==> src/rtl/cpu_pkg.sv <==
// rtl/cpu_pkg.sv - shared CPU widths, register-file layout and decode control-bundle layout
package cpu_pkg;

  // Datapath and register-file geometry
  localparam int N_W       = 32;
  localparam int ADDR_W    = 6;
  localparam int REG_COUNT = 64;
  localparam int FP_BASE   = 32;

  // Decode control bundle: opaque to the ID/EX stage, consumed by EX
  localparam int CTRL_W      = 16;
  localparam int ALU_OP_LSB  = 0;
  localparam int ALU_OP_W    = 4;
  localparam int MEM_RD_BIT  = 4;
  localparam int MEM_WR_BIT  = 5;
  localparam int FP_SEL_LSB  = 6;
  localparam int FP_SEL_W    = 2;
  localparam int BRANCH_BIT  = 8;

  typedef struct packed {
    logic [6:0] rsvd;
    logic       branch;
    logic [1:0] fp_sel;
    logic       mem_wr;
    logic       mem_rd;
    logic [3:0] alu_op;
  } ctrl_t;

endpackage

==> src/rtl/hazard_scoreboard.sv <==
// rtl/hazard_scoreboard.sv - pending-write scoreboard for long FP ops and decode hazard detection
module hazard_scoreboard
  import cpu_pkg::*;
#(
  parameter int AW = ADDR_W
) (
  input  logic          clk,
  input  logic          rst_n,
  input  logic          id_valid,
  input  logic [AW-1:0] rs_addr,
  input  logic [AW-1:0] rt_addr,
  input  logic [AW-1:0] rd_addr,
  input  logic          reg_write,
  input  logic          set_en,
  input  logic          wb_write,
  input  logic [AW-1:0] wb_addr,
  output logic          hazard
);

  localparam int RC = 1 << AW;

  logic [RC-1:0] pending_q;
  logic [RC-1:0] pending_d;
  logic          rs_busy;
  logic          rt_busy;
  logic          rd_busy;

  // A source is busy only if its producer is outstanding and not writing back right now
  always_comb begin
    rs_busy = pending_q[rs_addr] && !(wb_write && (wb_addr == rs_addr));
    rt_busy = pending_q[rt_addr] && !(wb_write && (wb_addr == rt_addr));
    rd_busy = pending_q[rd_addr] && !(wb_write && (wb_addr == rd_addr));
    hazard  = id_valid && (rs_busy || rt_busy || (reg_write && rd_busy));
  end

  // Clear on writeback first, then set, so a new producer to the same register stays outstanding
  always_comb begin
    pending_d = pending_q;
    if (wb_write) begin
      pending_d[wb_addr] = 1'b0;
    end
    if (set_en) begin
      pending_d[rd_addr] = 1'b1;
    end
  end

  // Pending vector state
  always_ff @(posedge clk or negedge rst_n) begin
    if (!rst_n) begin
      pending_q <= '0;
    end else begin
      pending_q <= pending_d;
    end
  end

endmodule

==> src/rtl/id_ex_operand_stage.sv <==
// rtl/id_ex_operand_stage.sv - ID/EX pipeline register with writeback bypass and long-op hazard stall
module id_ex_operand_stage
  import cpu_pkg::*;
#(
  parameter int N            = N_W,
  parameter int address_size = ADDR_W,
  parameter int CTRL_W       = cpu_pkg::CTRL_W
) (
  input  logic                    clk,
  input  logic                    reset,
  input  logic                    id_valid,
  input  logic [address_size-1:0] id_rs_addr,
  input  logic [address_size-1:0] id_rt_addr,
  input  logic [address_size-1:0] id_rd_addr,
  input  logic [N-1:0]            id_rs_data,
  input  logic [N-1:0]            id_rt_data,
  input  logic                    id_reg_write,
  input  logic                    id_long_op,
  input  logic [CTRL_W-1:0]       id_ctrl,
  input  logic                    ex_ready,
  input  logic                    flush,
  input  logic                    wb_write,
  input  logic [address_size-1:0] wb_addr,
  input  logic [N-1:0]            wb_data,
  output logic                    id_stall,
  output logic                    ex_valid,
  output logic [N-1:0]            ex_rs_data,
  output logic [N-1:0]            ex_rt_data,
  output logic [address_size-1:0] ex_rd_addr,
  output logic                    ex_reg_write,
  output logic                    ex_long_op,
  output logic [CTRL_W-1:0]       ex_ctrl
);

  logic                    hazard;
  logic                    accept;
  logic [N-1:0]            op1;
  logic [N-1:0]            op2;

  logic                    ex_valid_q;
  logic [N-1:0]            ex_rs_data_q;
  logic [N-1:0]            ex_rt_data_q;
  logic [address_size-1:0] ex_rd_addr_q;
  logic                    ex_reg_write_q;
  logic                    ex_long_op_q;
  logic [CTRL_W-1:0]       ex_ctrl_q;

  // The register file writes on the edge, so a same-cycle writeback must be forwarded here
  always_comb begin
    op1      = (wb_write && (wb_addr == id_rs_addr)) ? wb_data : id_rs_data;
    op2      = (wb_write && (wb_addr == id_rt_addr)) ? wb_data : id_rt_data;
    accept   = id_valid && !hazard && (!ex_valid_q || ex_ready) && !flush;
    id_stall = id_valid && !accept && !flush;
  end

  hazard_scoreboard #(
    .AW (address_size)
  ) u_sb (
    .clk       (clk),
    .rst_n     (reset),
    .id_valid  (id_valid),
    .rs_addr   (id_rs_addr),
    .rt_addr   (id_rt_addr),
    .rd_addr   (id_rd_addr),
    .reg_write (id_reg_write),
    .set_en    (accept && id_reg_write && id_long_op),
    .wb_write  (wb_write),
    .wb_addr   (wb_addr),
    .hazard    (hazard)
  );

  // ID/EX register: flush kills, accept loads, a consumed slot becomes a bubble, else hold
  always_ff @(posedge clk or negedge reset) begin
    if (!reset) begin
      ex_valid_q     <= 1'b0;
      ex_rs_data_q   <= '0;
      ex_rt_data_q   <= '0;
      ex_rd_addr_q   <= '0;
      ex_reg_write_q <= 1'b0;
      ex_long_op_q   <= 1'b0;
      ex_ctrl_q      <= '0;
    end else if (flush) begin
      ex_valid_q <= 1'b0;
    end else if (accept) begin
      ex_valid_q     <= 1'b1;
      ex_rs_data_q   <= op1;
      ex_rt_data_q   <= op2;
      ex_rd_addr_q   <= id_rd_addr;
      ex_reg_write_q <= id_reg_write;
      ex_long_op_q   <= id_long_op;
      ex_ctrl_q      <= id_ctrl;
    end else if (ex_ready) begin
      ex_valid_q <= 1'b0;
    end
  end

  assign ex_valid     = ex_valid_q;
  assign ex_rs_data   = ex_rs_data_q;
  assign ex_rt_data   = ex_rt_data_q;
  assign ex_rd_addr   = ex_rd_addr_q;
  assign ex_reg_write = ex_reg_write_q;
  assign ex_long_op   = ex_long_op_q;
  assign ex_ctrl      = ex_ctrl_q;

endmodule

==> config.mk <==
export PLATFORM = sky130hd
export DESIGN_NAME = id_ex_operand_stage
export DESIGN_NICKNAME = d
export VERILOG_FILES = /design/src/rtl/cpu_pkg.sv /design/src/rtl/hazard_scoreboard.sv /design/src/rtl/id_ex_operand_stage.sv
export SDC_FILE = /design/constraint.sdc
export NUM_CORES = 1
export LEC_CHECK = 0
export CAP_MARGIN = 20
export CORE_MARGIN = 8
export CORE_UTILIZATION = 27
export CTS_BUF_LIST = sky130_fd_sc_hd__clkbuf_8
export CTS_CLUSTER_SIZE = 24
export DETAILED_ROUTE_END_ITERATION = 10
export GPL_TIMING_DRIVEN = 0
export SLEW_MARGIN = 0
export SYNTH_ARGS = -nofsm -noshare
export SYNTH_HDL_FRONTEND = slang
export SYNTH_SLANG_ARGS = --single-unit
==> constraint.sdc <==
create_clock -name clk -period 3.33 [get_ports clk]
set_input_delay 0.4995 -clock clk [delete_from_list [all_inputs] [get_ports clk]]
set_output_delay 0.4995 -clock clk [all_outputs]
set_load 0.02 [all_outputs]
=== Word level (Yosys, flattened, before mapping) ===
Cells that the tools add are included.

* Bits of input ports: 144
* Output and inout port bits: 90
* Bits in registers: 153

* Bitwise operators: 4
* Equality and inequality tests: 3
* Muxes and demuxes: 17
* Reduce and logical (&&, ||, !) cells: 29
* $lt $le $gt $ge: 6

{| class="wikitable"
|+ Operators with widths
! cell !! number
|-
| $mux 64 || 2
|-
| $and 64x64->64 || 1
|-
| $mux 32 || 2
|-
| $not 64->64 || 1
|-
| $or 64x64->64 || 1
|-
| $lt 6x7->1 const B || 4
|-
| $bmux 1 s6 || 3
|-
| $eq 6x6->1 || 3
|-
| $logic_and 1x1->1 || 17
|-
| $demux 1 s6 || 2
|-
| $ge 6x1->1 const B || 2
|-
| $mux 1 || 8
|-
| $logic_not 1->1 || 7
|-
| $logic_or 1x1->1 || 3
|-
| $reduce_bool 3->1 || 1
|-
| $reduce_and 2->1 || 1
|-
| $not 1->1 || 1
|}

=== Longest topological paths before layout ===
Gate-level depths: netlist (run 1).

* Word-level depth: 14
* Gate-level depth with buffers: 12
* Depth with buffers taken out: 7

=== Cells and area by module ===
Synthesis (run 1) repeated with hierarchy kept, for this count alone.

* Cells, all modules: 902
* Area total of the unflattened synthesis: 8876.0 um^2

{| class="wikitable"
|+ By module, submodules not included
! module !! seq. area each (um^2) !! area each (um^2) !! cells each !! instances
|-
| hazard_scoreboard || 1601.5 || 4644.5 || 461 || 1
|-
| id_ex_operand_stage || 2227.1 || 4231.6 || 441 || 1
|}

=== Worst setup path after synthesis (run 1) ===
Ideal clock, no wire load.

* Kind: input port to output port
* Start: input id_rt_addr[0]
* End: output id_stall
* Stages on the path: 7
* Data arrival time: 2.826 ns
* Slack: 0.004 ns
* Path buffers: 2
* Cells stage by stage: buf_2 buf_2 mux4_2 a311oi_1 a32oi_2 and2_1 a311oi_1

* Longest elaborated chain between the ends: 14
* Elaborated cells between the ends (all ways): 16

{| class="wikitable"
|+ Ends and longest elaborated chain
! what !! line !! source
|-
| start: declaration || id_ex_operand_stage.sv:13 || <nowiki>input logic [address_size-1:0] id_rt_addr,</nowiki>
|-
| branches (longest 3 deep; another with $bmux 1 s6) || n/a ||
|-
| $logic_and 1x1->1 (*) || hazard_scoreboard.sv:31 || <nowiki>rt_busy = pending_q[rt_addr] && !(wb_write && (wb_addr == rt_addr));</nowiki>
|-
| $logic_or 1x1->1 (*) (2 in a row) || hazard_scoreboard.sv:33 || <nowiki>hazard = id_valid && (rs_busy || rt_busy || (reg_write && rd_busy));</nowiki>
|-
| $logic_and 1x1->1 (*) || hazard_scoreboard.sv:33 ||
|-
| $logic_not 1->1 (*) || id_ex_operand_stage.sv:52 || <nowiki>accept = id_valid && !hazard && (!ex_valid_q || ex_ready) && !flush;</nowiki>
|-
| $logic_and 1x1->1 (*) (3 in a row) || id_ex_operand_stage.sv:52 ||
|-
| $logic_not 1->1 (*) || id_ex_operand_stage.sv:53 || <nowiki>id_stall = id_valid && !accept && !flush;</nowiki>
|-
| $logic_and 1x1->1 (*) (2 in a row) || id_ex_operand_stage.sv:53 ||
|-
| end: declaration || id_ex_operand_stage.sv:25 || <nowiki>output logic id_stall,</nowiki>
|}

Every way passes the cells marked *. The select of a mux whose other input is x is not followed.

=== Worst setup path in the final report (run 1) ===
* Start: input id_rd_addr[3]
* End: output id_stall

* Longest elaborated chain between the ends: 14
* Elaborated cells between the ends (all ways): 16

{| class="wikitable"
|+ Ends and longest elaborated chain
! what !! line !! source
|-
| start: declaration || id_ex_operand_stage.sv:14 || <nowiki>input logic [address_size-1:0] id_rd_addr,</nowiki>
|-
| branches (longest 3 deep; another with $bmux 1 s6) || n/a ||
|-
| $logic_and 1x1->1 (*) || hazard_scoreboard.sv:32 || <nowiki>rd_busy = pending_q[rd_addr] && !(wb_write && (wb_addr == rd_addr));</nowiki>
|-
| $logic_and 1x1->1 (*) || hazard_scoreboard.sv:33 ||
|-
| $logic_or 1x1->1 (*) || hazard_scoreboard.sv:33 ||
|-
| $logic_and 1x1->1 (*) || hazard_scoreboard.sv:33 ||
|-
| $logic_not 1->1 (*) || id_ex_operand_stage.sv:52 ||
|-
| $logic_and 1x1->1 (*) (3 in a row) || id_ex_operand_stage.sv:52 ||
|-
| $logic_not 1->1 (*) || id_ex_operand_stage.sv:53 ||
|-
| $logic_and 1x1->1 (*) (2 in a row) || id_ex_operand_stage.sv:53 ||
|}

Marks and branches as above.

==> results of run 1 <==
[synthesized netlist by cell type (all sizes together) (4+ instances only)]
library cell  number  area [sq um]
nor3               9          45.0
buf               28           290
nand2b            10          62.6
dfrtp            153          3830
nand3             11          55.1
mux4              33           758
mux2i             33           330
o21ai            130           651
o211ai             4          43.8
nor2              18          67.6
mux2             159          2110
nor2b              7          43.8
a311oi             4          35.0
nand2             80           300
nand4              7          58.8
a22oi              5          42.5
nor4               5          43.8
inv                7          26.3
nor3b              4          30.0
xnor2              9          78.8
clkbuf            33           124
nand3b            10          75.1
xor2               9          78.8
[worst max-delay path, cell delays in order]
cell             delay, ps
clkdlybuf4s50_1        730
buf_2                  380
nor3_1                 150
or4_4                  550
o211ai_4               200
a311oi_2               110
buf_2                  170
[worst max path at each step]
stage | start | end | cells past startpoint
after floorplan | id_rt_addr[0] | id_stall | 7
after global placement | reset | u_sb.pending_q[58] | 1
after detailed placement | id_rd_addr[2] | id_stall | 11
after CTS | wb_addr[3] | id_stall | 8
after global routing | u_sb.pending_q[51] | id_stall | 7
final | id_rd_addr[3] | id_stall | 7
[sequential cells by signal, indices dropped and copies added, names as in the netlist]
| signal | flops |
|---|---|
| ex_long_op | 1 |
| ex_reg_write | 1 |
| ex_rt_data | 32 |
| ex_ctrl | 16 |
| u_sb.pending_q | 64 |
| ex_rd_addr | 6 |
| ex_rs_data | 32 |
| ex_valid | 1 |
[power by group]
group	switching [mW]	internal, mW	leakage [nW]
clock	0.827	0.620	0.204
combinational	1.08	1.31	3.25
sequential	0.210	2.20	1.94
[logic make-up (layout without fill, tap and decap cells)]
family	Yosys count	in the layout	synth area share, %
AO/OA/AOI/OAI	163	163	9.94
XOR/XNOR	18	18	1.67
buffers and inverters	68	342	4.66
flip-flops	153	153	40.5
multiplexers	225	225	33.9
AND/OR/NAND/NOR	174	174	9.35
[layout make-up]
| class | instances | area [sq um] | share of cell area (%) |
|---|---|---|---|
| multi-input combinational | 580 | 5270 | 40.5 |
| sequential | 153 | 3830 | 29.4 |
| timing repair buffer | 242 | 2420 | 18.6 |
| tap | 455 | 569 | 4.37 |
| buffer | 61 | 509 | 3.91 |
| clock buffer | 17 | 234 | 1.80 |
| clock inverter | 15 | 160 | 1.23 |
| inverter | 7 | 26.3 | 0.202 |
[stage by stage]
step	worst slack, ps	power, mW	setup TNS [ps]
floorplan	4.44	3.63	0
global placement	-4840	4.79	-920150
detailed placement	-1360	4.81	-137370
CTS	0.0433	6.33	0
global route	-72.8	6.55	-72.8
finish	28.9	6.25	0
[routing by layer]
layer	share of wire [%]	GRT usage [%]	wire length, um
met1	41	21.1	14700
met2	48	27.6	17300
met3	7.1	4.24	2540
met4	3.7	7.87	1340
met5	0.075	0	27
[repair_timing]
item,4_1_cts,5_1_grt
hold endpoints to repair,61,0
pin swaps,3,4
hold buffers,1,0
gates resized for setup,47,18
cloned,0,0
endpoints found under the setup margin,152,67
buffers inserted,11,1
==> flow_summary.ini, run 1 <==
[outcome]
outcome = complete, no violations

[sta]
finalClockSkew_ps = 24.4
min_period_ps = 3300
finalHoldViolCount = 0
timing.final.crit_share_pct = 99.1
max_freq_mhz = 303
rsz0062_at_grt = yes
worstMarginPinSlew_ps = 1100
relSlewSlack_pct = 26.2
setup_viol = 0
worst_hold_slack_ps = 513
slew_violations = 0

[route]
drc = 0
ant_nets = 0
wl_mm = 35.9
drt_first_iter_violations = 874
via_count = 7889
drt-vias-per-instance = 5.16
drt-wirelength-per-cell_um = 23.5
drt_pass1_iterations = 5

[synthesis]
synth_nets = 945
yosys_register_bits = 153
syn_area_per_cell_sq_um = 11.8
synth_edf_count = 0
async_reset_ff_share_pct = 100
synth_cells = 801
yosysWarnings = 0
yosysSeqAreaShare_pct = 40.5
syn-cell-area_sq_mm = 0.00945
synth_flop_cell = dfrtp_1
synth_cell_types = 54

[pwr]
ir_drop_uv = 317
power_density_mw_per_mm2 = 480
power_leakage_nw = 5.40

[floorplan]
num_rows = 68
die-area_sq_mm = 0.0412
die_height_um = 203
die_w_um = 203
start_util_pct = 27.4
core-area_sq_mm = 0.0345
io_pins = 234

[place]
hpwlAfterDp_mm = 26.7
gp_congestion = 0.958
dp.cells = 1485
portBuffers = 225
placed_area_sq_mm = 0.0123

[min_path]
min_from = ex_ctrl[4]
hold_path.class = reg2reg
hold_end = ex_ctrl[4]
holdPathStages = 1

[final_layout]
stdcell_area_sq_mm = 0.0130
area_growth_syn_to_layout_pct = 37.7
utilization_pct = 37.7
final_layout_size_suffix_gt1_share_pct = 27.2
fin_nets = 1206
fillCellCount = 3413
stdcell_count = 1530
num_antenna_cells = 0
final_common_cell = clkdlybuf4s50_1
final_cell_mix = clkdlybuf4s50_1, dfrtp_1, o21ai_0

[clock_tree]
cts_buffer_depth = 2
clock-sinks = 153
clkLatencyLatePin_ps = 500
clock-root-buffer = clkbuf_8
clk_pin_slew_worst_paths_ps = 80
htree_levels = 4
cts_tree = done
cts_buffers = 17

[global_route]
grt-ovfl-total = 0
grt_max_degree = 81
track_usage_pct = 17.0
antenna_found_initial = 2
grt_pass1_wl_mm = 53.1
grt_pass1_vias = 8028

[worst_setup_path]
end_kind = output pin
r2r_cells = 10
path_class = in2out
worstPathRequired_ps = 2830
timing.rr.end = u_sb.pending_q[23]
r2r-start = u_sb.pending_q[61]
r2r_slack_ps = 210
arrival_ps = 2800
path_max_fanout = 10
start_kind = input pin

[flow_run]
max_cap_viol_count = 0
No activity file was read; power rests on OpenSTA's default activity.
==> run 2: changes to the inputs <==
CORE_MARGIN = unset   (was 8)
==> run 2 against run 1 <==
  * Flip-flop and latch count is the same
  * Count of clock-buffer cells in the layout rose by 1
  * Clock power grew 9%
  * Combinational power hardly changed
  * Routed wire length shrank 2.6%
  * Sequential power barely moved
  * Critical endpoint unchanged
==> flow_summary.ini, run 2 (synthesized netlist as in run 1, its figures left out) <==
[outcome]
outcome = complete, no violations

[floorplan]
num_rows = 68
die_w_um = 189
die_height_um = 189
die-area_sq_mm = 0.0358
start_util_pct = 27.4
io_pins = 234
core-area_sq_mm = 0.0345

[final_layout]
regMostFlops = u_sb.pending_q
final_cell_mix = clkdlybuf4s50_1, dfrtp_1, o21ai_0
final_common_cell = clkdlybuf4s50_1
fillCellCount = 3360
area_growth_syn_to_layout_pct = 38.1
fin_nets = 1207
final_layout_size_suffix_gt1_share_pct = 27.3
largest_register_ffs = 64

[clock_tree]
cts_buffers = 17
cts_tree = done
clock-sinks = 153
clk_pin_slew_worst_paths_ps = 80
clock-root-buffer = clkbuf_8
htree_levels = 4
cts_buffer_depth = 2
clkLatencyLatePin_ps = 490

[pwr]
total_power_mw = 6.38
power_density_mw_per_mm2 = 489
ir_drop_uv = 273
power_leakage_nw = 5.43

[global_route]
track_usage_pct = 19.6
grt_max_degree = 102
grt_pass1_wl_mm = 51.6
grt-ovfl-total = 0
grt_pass1_vias = 7927
antenna_found_initial = 2

[route]
drt-vias-per-instance = 5.18
via_count = 7926
drt-wirelength-per-cell_um = 22.8
ant_nets = 0
wl_mm = 35.0
drc = 0
drt_first_iter_violations = 684
drt_pass1_iterations = 6

[worst_setup_path]
slowest_delay_ps = 730
arrival_ps = 2820
crit_chain = clkdlybuf4s50_1 -> buf_2 -> nor3_1 -> or4_4 -> o211ai_4 -> a311oi_2 -> buf_4
worstPathRequired_ps = 2830
path_class = in2out
cp_slowest_cell = clkdlybuf4s50_1
r2r_cells = 10
path_max_fanout = 10
start_kind = input pin
end_kind = output pin

[sta]
finalHoldViolCount = 0
worstMarginPinSlew_ps = 824
fin_ws_ps = 14.4
timing.final.crit_share_pct = 99.6
relSlewSlack_pct = 45.1
slew_violations = 0
max_freq_mhz = 302
finalClockSkew_ps = 19.9
setup_viol = 0
min_period_ps = 3320
rsz0062_at_grt = yes

[place]
hpwlAfterDp_mm = 25.4
portBuffers = 225
gp_congestion = 0.907
dpl_worst_slack_ps = -1490

[min_path]
hold_path.class = reg2reg
holdPathStages = 1

[flow_run]
max_cap_viol_count = 0
[run 2: cell count changes in the layout (fill, tap and decap cells not counted), sizes merged]
cell and delta:
clkinv -2, clkinvlp +2, clkdlybuf4s50 -3, clkbuf +2, dlygate4sd2 +3, bufinv +3, diode +1, inv -5
[run 2: power breakdown]
group	internal, mW	switching, mW	total [mW]
Clock	0.828	0.755	1.58
Combinational	1.31	1.07	2.38
Sequential	2.20	0.214	2.42
[run 2: stage by stage]
step	instances	TNS (ps)	util, %	hold slack [ps]	area, sq um
after floorplan	801	0	-	204	9450
after global placement	1481	-914060	35.6	489	12300
after detailed placement	1488	-151380	35.8	446	12300
after CTS	1528	0	37.7	497	13000
after global routing	1531	-42.4	37.9	522	13100
final	1531	0	37.9	509	13100
[run 2: final timing paths]
| path | from | end | slack (ps) |
|---|---|---|---|
| worst min-delay path | ex_ctrl[15] | ex_ctrl[15] | 510 |
| worst min register to register | ex_ctrl[15] | ex_ctrl[15] | 510 |
| worst max-delay path | id_rd_addr[3] | id_stall | 10 |
| max in group asynchronous | reset | u_sb.pending_q[41] | 1910 |
| min in group asynchronous | reset | ex_ctrl[14] | 530 |
| worst max register to register | u_sb.pending_q[42] | ex_rs_data[29] | 140 |
[run 2: metal layers]
| layer | wire, um | up-vias | track usage (%) |
|---|---|---|---|
| met5 | 10 | - | 0 |
| met4 | 1400 | 2 | 9.03 |
| met3 | 2360 | 84 | 4.58 |
| met2 | 16900 | 354 | 31.1 |
| met1 | 14300 | 4010 | 25.2 |
| li1 | - | 3476 | - |
[run 2: area by class of cell]
class | instances | area, sq um | area share [%]
sequential | 153 | 3830 | 29.3
clock buffer | 18 | 248 | 1.90
tap | 455 | 569 | 4.36
multi-input combinational | 580 | 5300 | 40.6
inverter | 7 | 26.3 | 0.201
buffer | 61 | 497 | 3.81
timing repair buffer | 243 | 2400 | 18.4
antenna | 1 | 2.50 | 0.0192
clock inverter | 13 | 179 | 1.37
[run 2: critical path: cells and delay by family]
family,cells,cell delay [ps]
AOI/OAI and AO/OA,2,340
buffers and inverters,3,1320
and+or+nand+nor,2,660
[run 2: repair_timing]
item / CTS / global route
endpoints found under the setup margin: 152 / 1
hold buffers: 1 / 0
resized for setup: 59 / 7
endpoints found under the hold margin: 52 / 0
buffers inserted: 8 / 3
pin swaps: 7 / 3
==> run 3: changes to the inputs <==
CORE_MARGIN = 8   (was unset)
==> results of run 3 <==
No change in the layout: final DEF, timing and power equal those of run 1.
